==> config.mk <==
export PLATFORM = sky130hd
export DESIGN_NAME = code_class_counter
export DESIGN_NICKNAME = d
export VERILOG_FILES = /design/src/rtl/code_class_counter.sv
export SDC_FILE = /design/constraint.sdc
export NUM_CORES = 1
export LEC_CHECK = 0
export ABC_AREA = 1
export BUFFER_PORTS_ARGS = -buffer_cell sky130_fd_sc_hd__buf_2
export CAP_MARGIN = 10
export CORE_MARGIN = 10
export CORE_UTILIZATION = 40
export CTS_BUF_LIST = sky130_fd_sc_hd__clkbuf_8
export CTS_CLUSTER_DIAMETER = 120
export DETAILED_ROUTE_END_ITERATION = 8
export PLACE_DENSITY_LB_ADDON = 0.12
export SYNTH_ARGS = -nofsm -noshare
export SYNTH_HDL_FRONTEND = slang
export SYNTH_SLANG_ARGS = --single-unit
==> constraint.sdc <==
create_clock -name clk -period 1.5 [get_ports clk]
set_clock_uncertainty 0.05 [all_clocks]
set_input_delay 0.15 -clock clk [delete_from_list [all_inputs] [get_ports clk]]
set_output_delay 0.15 -clock clk [all_outputs]
set_load 0.02 [all_outputs]
==> src/rtl/code_class_counter.sv <==
// code_class_counter: classifies accepted 3-bit codes into three bins,
// presents each code with its class on a one-deep valid/ready output
// register, and keeps saturating per-bin and illegal-code counters.
// Codes outside {0,1,2,4} are flagged and can optionally halt intake
// until clr is pulsed.
module code_class_counter #(
  parameter int CNT_W       = 8,
  parameter bit HALT_ON_ERR = 1'b1
) (
  input  logic             clk,
  input  logic             rst_n,
  input  logic             in_valid,
  output logic             in_ready,
  input  logic [2:0]       in_code,
  input  logic             clr,
  output logic             out_valid,
  input  logic             out_ready,
  output logic [2:0]       out_code,
  output logic [1:0]       out_class,
  output logic [CNT_W-1:0] cnt_lo,
  output logic [CNT_W-1:0] cnt_mid,
  output logic [CNT_W-1:0] cnt_hi,
  output logic [CNT_W-1:0] err_cnt,
  output logic             unique_err,
  output logic             halted
);

  typedef enum logic {RUN = 1'b0, HALT = 1'b1} state_t;

  state_t     state, state_nx;
  logic       accept;
  logic [1:0] cls_p0;
  logic       ill_p0;

  // Priority decode; first match wins, so every code gets a class.
  function automatic logic [1:0] classify(input logic [2:0] c);
    if (c[2:1] == 2'b00)
      return 2'd0;
    else if (c[2] == 1'b0)
      return 2'd1;
    else
      return 2'd2;
  endfunction

  // Legal codes form the one-hot-or-zero set {0,1,2,4}.
  function automatic logic is_illegal(input logic [2:0] c);
    return !((c == 3'd0) || (c == 3'd1) || (c == 3'd2) || (c == 3'd4));
  endfunction

  // Increment that sticks at the all-ones value instead of wrapping.
  function automatic logic [CNT_W-1:0] sat_inc(input logic [CNT_W-1:0] v);
    if (v == {CNT_W{1'b1}})
      return v;
    else
      return v + CNT_W'(1);
  endfunction

  // ---- stage 0: handshake and decode of the incoming code ----
  assign accept = in_valid && in_ready;
  assign cls_p0 = classify(in_code);
  assign ill_p0 = is_illegal(in_code);

  // State register.
  always_ff @(posedge clk or negedge rst_n) begin
    if (!rst_n)
      state <= RUN;
    else
      state <= state_nx;
  end

  // Next state: clr forces RUN, but an illegal code accepted in the same
  // cycle still wins and halts (clear applies first, then the accept).
  always_comb begin
    state_nx = state;
    if (clr)
      state_nx = RUN;
    if (HALT_ON_ERR && accept && ill_p0)
      state_nx = HALT;
  end

  // FSM outputs; in_ready depends combinationally on out_ready.
  always_comb begin
    in_ready = (state == RUN) && (!out_valid || out_ready);
    halted   = (state == HALT);
  end

  // ---- stage 1: registered result, held until downstream takes it ----
  // Output register: load on accept, otherwise drain when consumed.
  always_ff @(posedge clk or negedge rst_n) begin
    if (!rst_n) begin
      out_valid <= 1'b0;
      out_code  <= 3'd0;
      out_class <= 2'd0;
    end else if (accept) begin
      out_valid <= 1'b1;
      out_code  <= in_code;
      out_class <= cls_p0;
    end else if (out_ready) begin
      out_valid <= 1'b0;
    end
  end

  // Bin and error counters plus the sticky flag; clr zeroes, then counts.
  always_ff @(posedge clk or negedge rst_n) begin
    if (!rst_n) begin
      cnt_lo     <= '0;
      cnt_mid    <= '0;
      cnt_hi     <= '0;
      err_cnt    <= '0;
      unique_err <= 1'b0;
    end else if (clr) begin
      cnt_lo     <= CNT_W'(accept && (cls_p0 == 2'd0));
      cnt_mid    <= CNT_W'(accept && (cls_p0 == 2'd1));
      cnt_hi     <= CNT_W'(accept && (cls_p0 == 2'd2));
      err_cnt    <= CNT_W'(accept && ill_p0);
      unique_err <= accept && ill_p0;
    end else if (accept) begin
      if (cls_p0 == 2'd0) cnt_lo  <= sat_inc(cnt_lo);
      if (cls_p0 == 2'd1) cnt_mid <= sat_inc(cnt_mid);
      if (cls_p0 == 2'd2) cnt_hi  <= sat_inc(cnt_hi);
      if (ill_p0) begin
        err_cnt    <= sat_inc(err_cnt);
        unique_err <= 1'b1;
      end
    end
  end

endmodule

* Word level (Yosys, flattened, before mapping) *
Cells that the tools add are included.

operators by class
  $add $sub $neg = 4
  equality and inequality tests = 14
  multiplexer cells = 25
  bitwise operators = 1
  reductions and logical operators = 26

operators by type and width
  operator               number
  $mux W8                16
  $add A8 B1 Y8 const B  4
  $eq A8 B8 Y1 const B   4
  $reduce_and A3 Y1      4
  $reduce_bool A2 Y1     6
  $ne A2 B2 Y1 const B   5
  $mux W1                7
  $logic_and A1 B1 Y1    6
  $logic_not A2 Y1       2
  $logic_or A1 B1 Y1     4
  $mux W2                2
  $eq A3 B1 Y1 const B   1
  $eq A3 B2 Y1 const B   1
  $eq A3 B3 Y1 const B   1
  $logic_not A3 Y1       1
  $eq A2 B1 Y1 const B   1
  $eq A2 B2 Y1 const B   1
  $logic_not A1 Y1       2
  $reduce_and A2 Y1      1
  $not A1 Y1             1

storage, ports and cells
  bits in registers = 40
  bits of input ports = 8
  output and inout port bits = 41
  logic and storage cells = 79

* Longest topological paths before layout *
Gate-level depths: netlist of run 1.

  depth in word-level cells = 7
  mapped depth = 9
  depth with buffers taken out = 9

* Worst setup path before layout of run 1 *
OpenSTA, ideal clock, no wires.

  path kind = reg-to-reg
  start point = reg cnt_mid[1]
  end point = reg cnt_mid[5]
  library setup time = 0.118 ns
  data arrival time = 1.312 ns
  setup slack = 0.020 ns
  stages on the path, launching flop included = 9
  path buffers = 0
  period minus slack after synthesis = 1.480 ns
  cell sequence = dfrtp_1 ha_1 nand2_1 nor2_2 nand3_1 nand2_1 nand2_2 nand2_1 nand2_1

between the ends
  cells in the longest elaborated chain, start to end = 5
  elaborated cells on any way between the ends = 8
  classes of those cells = add/sub (1); eq/ne (2); mux (4); reduce/logical (1)

RTL lines
  what                      RTL line  source
  start: declaration        21        output logic [CNT_W-1:0] cnt_mid,
  start signal: assignment  113       cnt_mid <= CNT_W'(accept && (cls_p0 == 2'd1));
  start signal: assignment  119       if (cls_p0 == 2'd1) cnt_mid <= sat_inc(cnt_mid);
  $add A8 B1 Y8             55        return v + CNT_W'(1);
  $mux W8                   52        if (v == {CNT_W{1'b1}})
  $mux W8                   119
  $mux W8                   117       end else if (accept) begin
  $mux W8                   111       end else if (clr) begin

Several ways; a longest one is shown, not always the timed one. The select of a mux whose other input is x is not followed.
A chain may end at the register's enable or synchronous reset.

* Final worst setup path of run 1 *
  start point = reg cnt_lo[1]
  end point = reg cnt_lo[7]

between the ends
  cells in the longest elaborated chain, start to end = 5
  elaborated cells on any way between the ends = 8
  classes of those cells = add/sub (1); eq/ne (2); mux (4); reduce/logical (1)

RTL lines
  what                      RTL line  source
  start: declaration        20        output logic [CNT_W-1:0] cnt_lo,
  start signal: assignment  112       cnt_lo <= CNT_W'(accept && (cls_p0 == 2'd0));
  start signal: assignment  118       if (cls_p0 == 2'd0) cnt_lo <= sat_inc(cnt_lo);
  $add A8 B1 Y8             55
  $mux W8                   52
  $mux W8                   118
  $mux W8                   117
  $mux W8                   111

Several ways; a longest one is shown, not always the timed one. The select of a mux whose other input is x is not followed.

==> summary.md, run 1 <==
| Metric | Value |
|---|---|
| Hold Worst Slack | `0.08485 ns` |
| All-Layer GR Usage | `13.42%` |
| Worst Setup Slack, final | `0.08788 ns` |
| Total die area | `9698 um^2` |
| H-tree level count | `2` |
| WL final | `6263 um` |
| Hold Path Class | `primary input to register` |
| Pre-antenna DRT Iters | `4` |
| Vias per cell | `4.705` |
| FMAX | `0.7082 GHz` |
| Hold path startpoint | `in_code[0]` |
| Mapped Nets | `380` |
| Setup TNS | `0 ns` |
| RSZ-0062 raised after global routing | `yes` |
| Final Power | `2.778 mW` |
| Relative slew slack | `73.31%` |
| Clock Sinks | `40` |
| Reg2reg end | `cnt_lo[7]` |
| Fin crit share | `94.14%` |
| Commonest cells after routing, fill and taps aside | `nand2_1 (152), buf_2 (48), nor2_1 (45), dfrtp_1 (40), inv_1 (32)` |
| Worst Path Arrival | `1.60 ns` |
| WHS Endpoint | `out_code[0]` |
| N_diodes | `0` |
| Critical Path Source | `cnt_lo[1]` |
| Cell taking the most area after synthesis | `dfrtp_1` |
| Initial core utilization | `41.37%` |
| Synth unique cells | `24` |
| Die width | `98.48 um` |
| Worst-path fanout max | `8` |
| Starting DRC count in detailed routing | `93` |
| Clock period minus worst slack | `1.412 ns` |
| Leakage | `1.707 nW` |
| # setup viols final | `0` |
| Post-synthesis register bit count | `40` |
| Layout cells sized above 1 | `25.69%` |
| Max Buffers Root-to-Sink | `2` |
| Initial antenna violation count | `0` |
| Finished Core Util | `51.93%` |
| R2R Setup Slk | `0.09 ns` |
| Required time worst endpoint | `1.68 ns` |
| IO Pins | `49` |
| Area delta synth->final | `25.55%` |
| Reg2Reg Depth | `7` |
| Latest clock arrival within the worst-skew pair | `0.29 ns` |
| CTS clock-pin slew for the worst setup and hold paths | `0.08 ns` |
| Largest net degree at the start of global routing | `26` |
| Final Hold Vio Count | `0` |
| Cell Rows | `28` |
| Vias in the first global route | `2395` |
| Grt ovf | `0` |
| Hold Crit Depth | `2` |
| Total CTS buffers | `5` |
| Core Area | `5956 um^2` |
| CTS tree | `built` |
| Max_cap viols | `0` |
| Synthesis warning total | `0` |
| Worst Max-Slew Pin Slew | `0.4004 ns` |
| Vias | `2404` |
| Setup WS pre-CTS | `0.03466 ns` |
| Maximum VDD drop | `0.0004362 V` |
| Largest cells by area after synthesis | `dfrtp_1 (41%), nand2_1 (25%), nor2_1 (7.2%), nand3_1 (5.1%), inv_1 (4.9%)` |
| Mapped Area | `2464 um^2` |
| Syn_area_per_cell | `6.695 um^2` |
| Worst r2r src | `cnt_lo[1]` |
| Antenna viol nets, final | `0` |
| DP HPWL | `4740 um` |
| Share of the synthesized area in the top cell type | `40.63%` |
| RePlAce Congestion | `0.8171` |
| Setup crit end kind | `register` |
| Critical path type | `register to register` |
| Drt drc | `0` |
| Clock Tree Root | `clkbuf_8` |
| Power Density | `898.3 nW/um^2` |
| Post-synthesis cell count | `368` |
| Commonest non-fill, non-tap cell in the layout | `nand2_1` |
| Mean routed wirelength per cell | `12.26 um` |
| Register area share after synthesis | `40.63%` |
| Final #Nets | `448` |
| CP Launch Type | `register` |
| First-pass GRT wire length | `11130 um` |
| Height of the die | `98.48 um` |
| Status | `complete, no violations` |
| PortBufs | `48` |
| Max-slew violations | `0` |
worst max-delay path, cell delays in order, from the launching register on:
cell and delay (ns):
dfrtp_1 0.40, ha_2 0.22, nand2_4 0.06, nor2_4 0.12, nand4_1 0.17, nand3_4 0.20
nand2_1 0.07, nand2_1 0.06
where the power goes:
| group | total, mW | switching [mW] | internal [mW] |
|---|---|---|---|
| clock network | 0.693 | 0.382 | 0.310 |
| registers | 1.28 | 0.0899 | 1.19 |
| logic | 0.806 | 0.516 | 0.289 |
layer usage:
layer	vias up	track usage (%)	share of wire, %
met4	0	4.520	2.1
met2	39	21.99	46
li1	1279	-	-
met3	8	3.771	4.8
met5	-	0	0
met1	1078	16.55	47
layout make-up:
cell class,count,area [um^2]
Fill cell,622,2863
Multi-Input combinational cell,286,1384
Sequential cell,40,1001
Timing Repair Buffer,68,405.4
Inverter,35,131.4
Tap cell,75,93.84
Clock buffer,5,68.82
Clock inverter,2,8.758
state kept, by name (all words and copies together) (netlist names):
register and count:
halted 1, err_cnt 8, cnt_mid 8, out_class 2
cnt_lo 8, unique_err 1, out_code 3, cnt_hi 8
out_valid 1
logic make-up (layout without fill, tap and decap cells):
kind of cell / count (synthesis) / after routing / synth area share, %
AOI/OAI and AO/OA: 15 / 15 / 3.758
xor gates and xnor gates: 3 / 3 / 1.067
adders and majority gates: 4 / 4 / 2.032
buffers and inverters: 42 / 110 / 6.958
DFF: 40 / 40 / 40.63
muxes: 1 / 1 / 0.4571
and+or+nand+nor: 263 / 263 / 45.10
cell usage after synthesis:
master,count
nand2_1,162
nor2_1,47
dfrtp_1,40
inv_1,32
nand3_1,25
nand4_1,8
nand2_2,6
nand3_2,6
o21ai_0,6
buf_2,5
ha_1,4
nor2_2,4
inv_2,3
nor3_1,3
o21ai_1,3
o21bai_1,3
xor2_1,3
o21ai_2,2
a21boi_0,1
buf_6,1
clkbuf_1,1
mux2_2,1
nand3b_1,1
or2_2,1
through the flow:
stage                     cells  area [um^2]
after global placement      501         2898
after detailed placement    501         2898
after CTS                   509         2985
final                       511         3093
after floorplan             368         2464
after global routing        511         3093
timing repair:
item	in CTS	in global routing
endpoints found under the hold margin	15	0
gates resized for setup	0	25
hold buffers	1	0
setup endpoints to repair	0	31
setup buffers	0	2
how the worst max path moves through the flow:
stage | end | slack, ns | cells past startpoint
after CTS | err_cnt[5] | 0.01 | 6
after global routing | cnt_lo[1] | -0.05 | 7
after global placement | cnt_lo[5] | 0.06 | 7
after detailed placement | err_cnt[4] | 0.03 | 7
final | cnt_lo[7] | 0.09 | 7
after floorplan | cnt_mid[5] | 0.02 | 8
Note: power is estimated with default switching activity, not from simulation.
==> inputs of run 2 (changes only) <==
--- a/config.mk
+++ b/config.mk
@@ -9,7 +9,7 @@
 export BUFFER_PORTS_ARGS = -buffer_cell sky130_fd_sc_hd__buf_2
 export CAP_MARGIN = 10
 export CORE_MARGIN = 10
-export CORE_UTILIZATION = 40
+export CORE_UTILIZATION = 43
 export CTS_BUF_LIST = sky130_fd_sc_hd__clkbuf_8
 export CTS_CLUSTER_DIAMETER = 120
 export DETAILED_ROUTE_END_ITERATION = 8
==> summary.md, run 2 (synthesis results as in run 1) <==
| Metric | Value |
|---|---|
| Status | `complete, no violations` |
| Height of the die | `95.69 um` |
| Initial core utilization | `44.47%` |
| Total die area | `9157 um^2` |
| Vias | `2433` |
| N_diodes | `0` |
| RePlAce Congestion | `0.8140` |
| Finished Core Util | `55.08%` |
| Fin crit share | `92.96%` |
| Commonest non-fill, non-tap cell in the layout | `nand2_1` |
| Setup WS pre-CTS | `0.03228 ns` |
| GR peak layer | `met2` |
| DP HPWL | `4646 um` |
| M3 GR Usage | `4.047%` |
| Area delta synth->final | `23.87%` |
| Leakage | `1.704 nW` |
| Worst Path Arrival | `1.53 ns` |
| Vias per cell | `4.771` |
| First-pass GRT wire length | `10540 um` |
| Critical path type | `register to register` |
| Pre-antenna DRT Iters | `4` |
| WL final | `6139 um` |
| PortBufs | `48` |
| All-Layer GR Usage | `14.24%` |
| Core Area | `5540 um^2` |
| Maximum VDD drop | `0.0005467 V` |
| Register Area | `1001 um^2` |
| Clock Sinks | `40` |
| Antenna viol nets, final | `0` |
| Hold Path Class | `primary input to register` |
| Met2 usage | `24.60%` |
| Grt ovf | `0` |
| Starting DRC count in detailed routing | `78` |
| Clock Tree Root | `clkbuf_8` |
| Worst-path fanout max | `8` |
| Worst Max-Slew Pin Slew | `0.5383 ns` |
| FMAX | `0.7172 GHz` |
| Power Density | `963.4 nW/um^2` |
| Latest clock arrival within the worst-skew pair | `0.30 ns` |
| RSZ-0062 raised after global routing | `yes` |
| Worst Setup Slack, final | `0.1056 ns` |
| Hold Crit Depth | `2` |
| Met1 Resource Use GR | `16.97%` |
| Mean routed wirelength per cell | `12.04 um` |
| Setup crit end kind | `register` |
| Required time worst endpoint | `1.64 ns` |
| CTS clock-pin slew for the worst setup and hold paths | `0.07 ns` |
| Relative slew slack | `64.11%` |
| Initial antenna violation count | `0` |
| Final #Nets | `449` |
| Reg2Reg Depth | `7` |
| Final Hold Vio Count | `0` |
| Final Power | `2.940 mW` |
| Drt drc | `0` |
| CTS tree | `built` |
| Multi-input gate area | `1321 um^2` |
| Max Buffers Root-to-Sink | `2` |
| Commonest cells after routing, fill and taps aside | `nand2_1 (160), buf_2 (48), nor2_1 (46), dfrtp_1 (40), inv_1 (33)` |
| IO Pins | `49` |
| H-tree level count | `2` |
| Max_cap viols | `0` |
| Largest net degree at the start of global routing | `24` |
| Cell Rows | `27` |
| Layout cells sized above 1 | `23.06%` |
| # setup viols final | `0` |
| # fillers | `561` |
| Vias in the first global route | `2312` |
| Clock period minus worst slack | `1.394 ns` |
| CP Launch Type | `register` |
| Total CTS buffers | `5` |
| Die width | `95.69 um` |
| Max-slew violations | `0` |
[run 2: cell types whose count changed in the layout (fill, tap and decap cells not counted), moves of 2 or more]
| cell | previous run | this run |
|---|---|---|
| buf_4 | 18 | 20 |
| ha_1 | 1 | 4 |
| ha_2 | 3 | 0 |
| nand2_1 | 152 | 160 |
| nand2_2 | 14 | 7 |
| nand3_2 | 2 | 5 |
| nand3_4 | 4 | 1 |
[run 2: layout make-up]
class / count / share of cell area [%]
repair buffers: 69 / 13.12
flip-flops and latches: 40 / 32.80
inverters: 35 / 4.305
well taps: 72 / 2.952
clock buffers: 5 / 2.255
clock inverters: 3 / 1.271
multi-input cells: 286 / 43.30
[run 2: worst max-delay path: stages (launching register included)]
cell and delay [ns]:
dfrtp_1 0.38, ha_1 0.22, nand2_1 0.13, nor2_4 0.06, nand4_1 0.09, nand3_2 0.19, nand2_1 0.11, nand2_1 0.05
[run 2: worst paths after layout]
kind	from	to	slack, ns
max in group asynchronous	rst_n	err_cnt[6]	0.50
max reg2reg	cnt_hi[0]	cnt_hi[1]	0.11
min in group asynchronous	rst_n	cnt_lo[3]	0.31
max	cnt_hi[0]	cnt_hi[1]	0.11
min reg2reg	unique_err	unique_err	0.43
min	in_code[0]	out_code[0]	0.08
[run 2: power by group]
part | total [mW] | internal, mW | switching, mW
clock network | 0.874 | 0.487 | 0.386
logic | 0.789 | 0.282 | 0.507
registers | 1.28 | 1.19 | 0.0875
[run 2: timing repair]
item / in CTS / in global routing
buffers inserted: 0 / 1
endpoints found under the setup margin: 0 / 31
hold endpoints to repair: 21 / 0
gates resized for setup: 0 / 7
hold buffers: 1 / 0
[run 2: metal layers]
| metal | share of wire (%) | vias to the layer above | wire [um] |
|---|---|---|---|
| li1 | - | 1281 | - |
| met1 | 45 | 1103 | 2781 |
| met2 | 49 | 43 | 2981 |
| met3 | 5.1 | 6 | 316 |
| met4 | 0.98 | 0 | 60 |
| met5 | 0 | - | 0 |
[run 2: stage by stage]
step           TNS [ns]  std cells  hold slack [ns]  cell area [um^2]
2_1_floorplan         0        368          -0.1956              2464
5_1_grt         -0.2939        510          0.07811              3052
6_report              0        510          0.07926              3052
3_5_place_dp          0        500           0.1142              2897
3_3_place_gp          0        500           0.1104              2897
4_1_cts               0        509          0.08093              3014
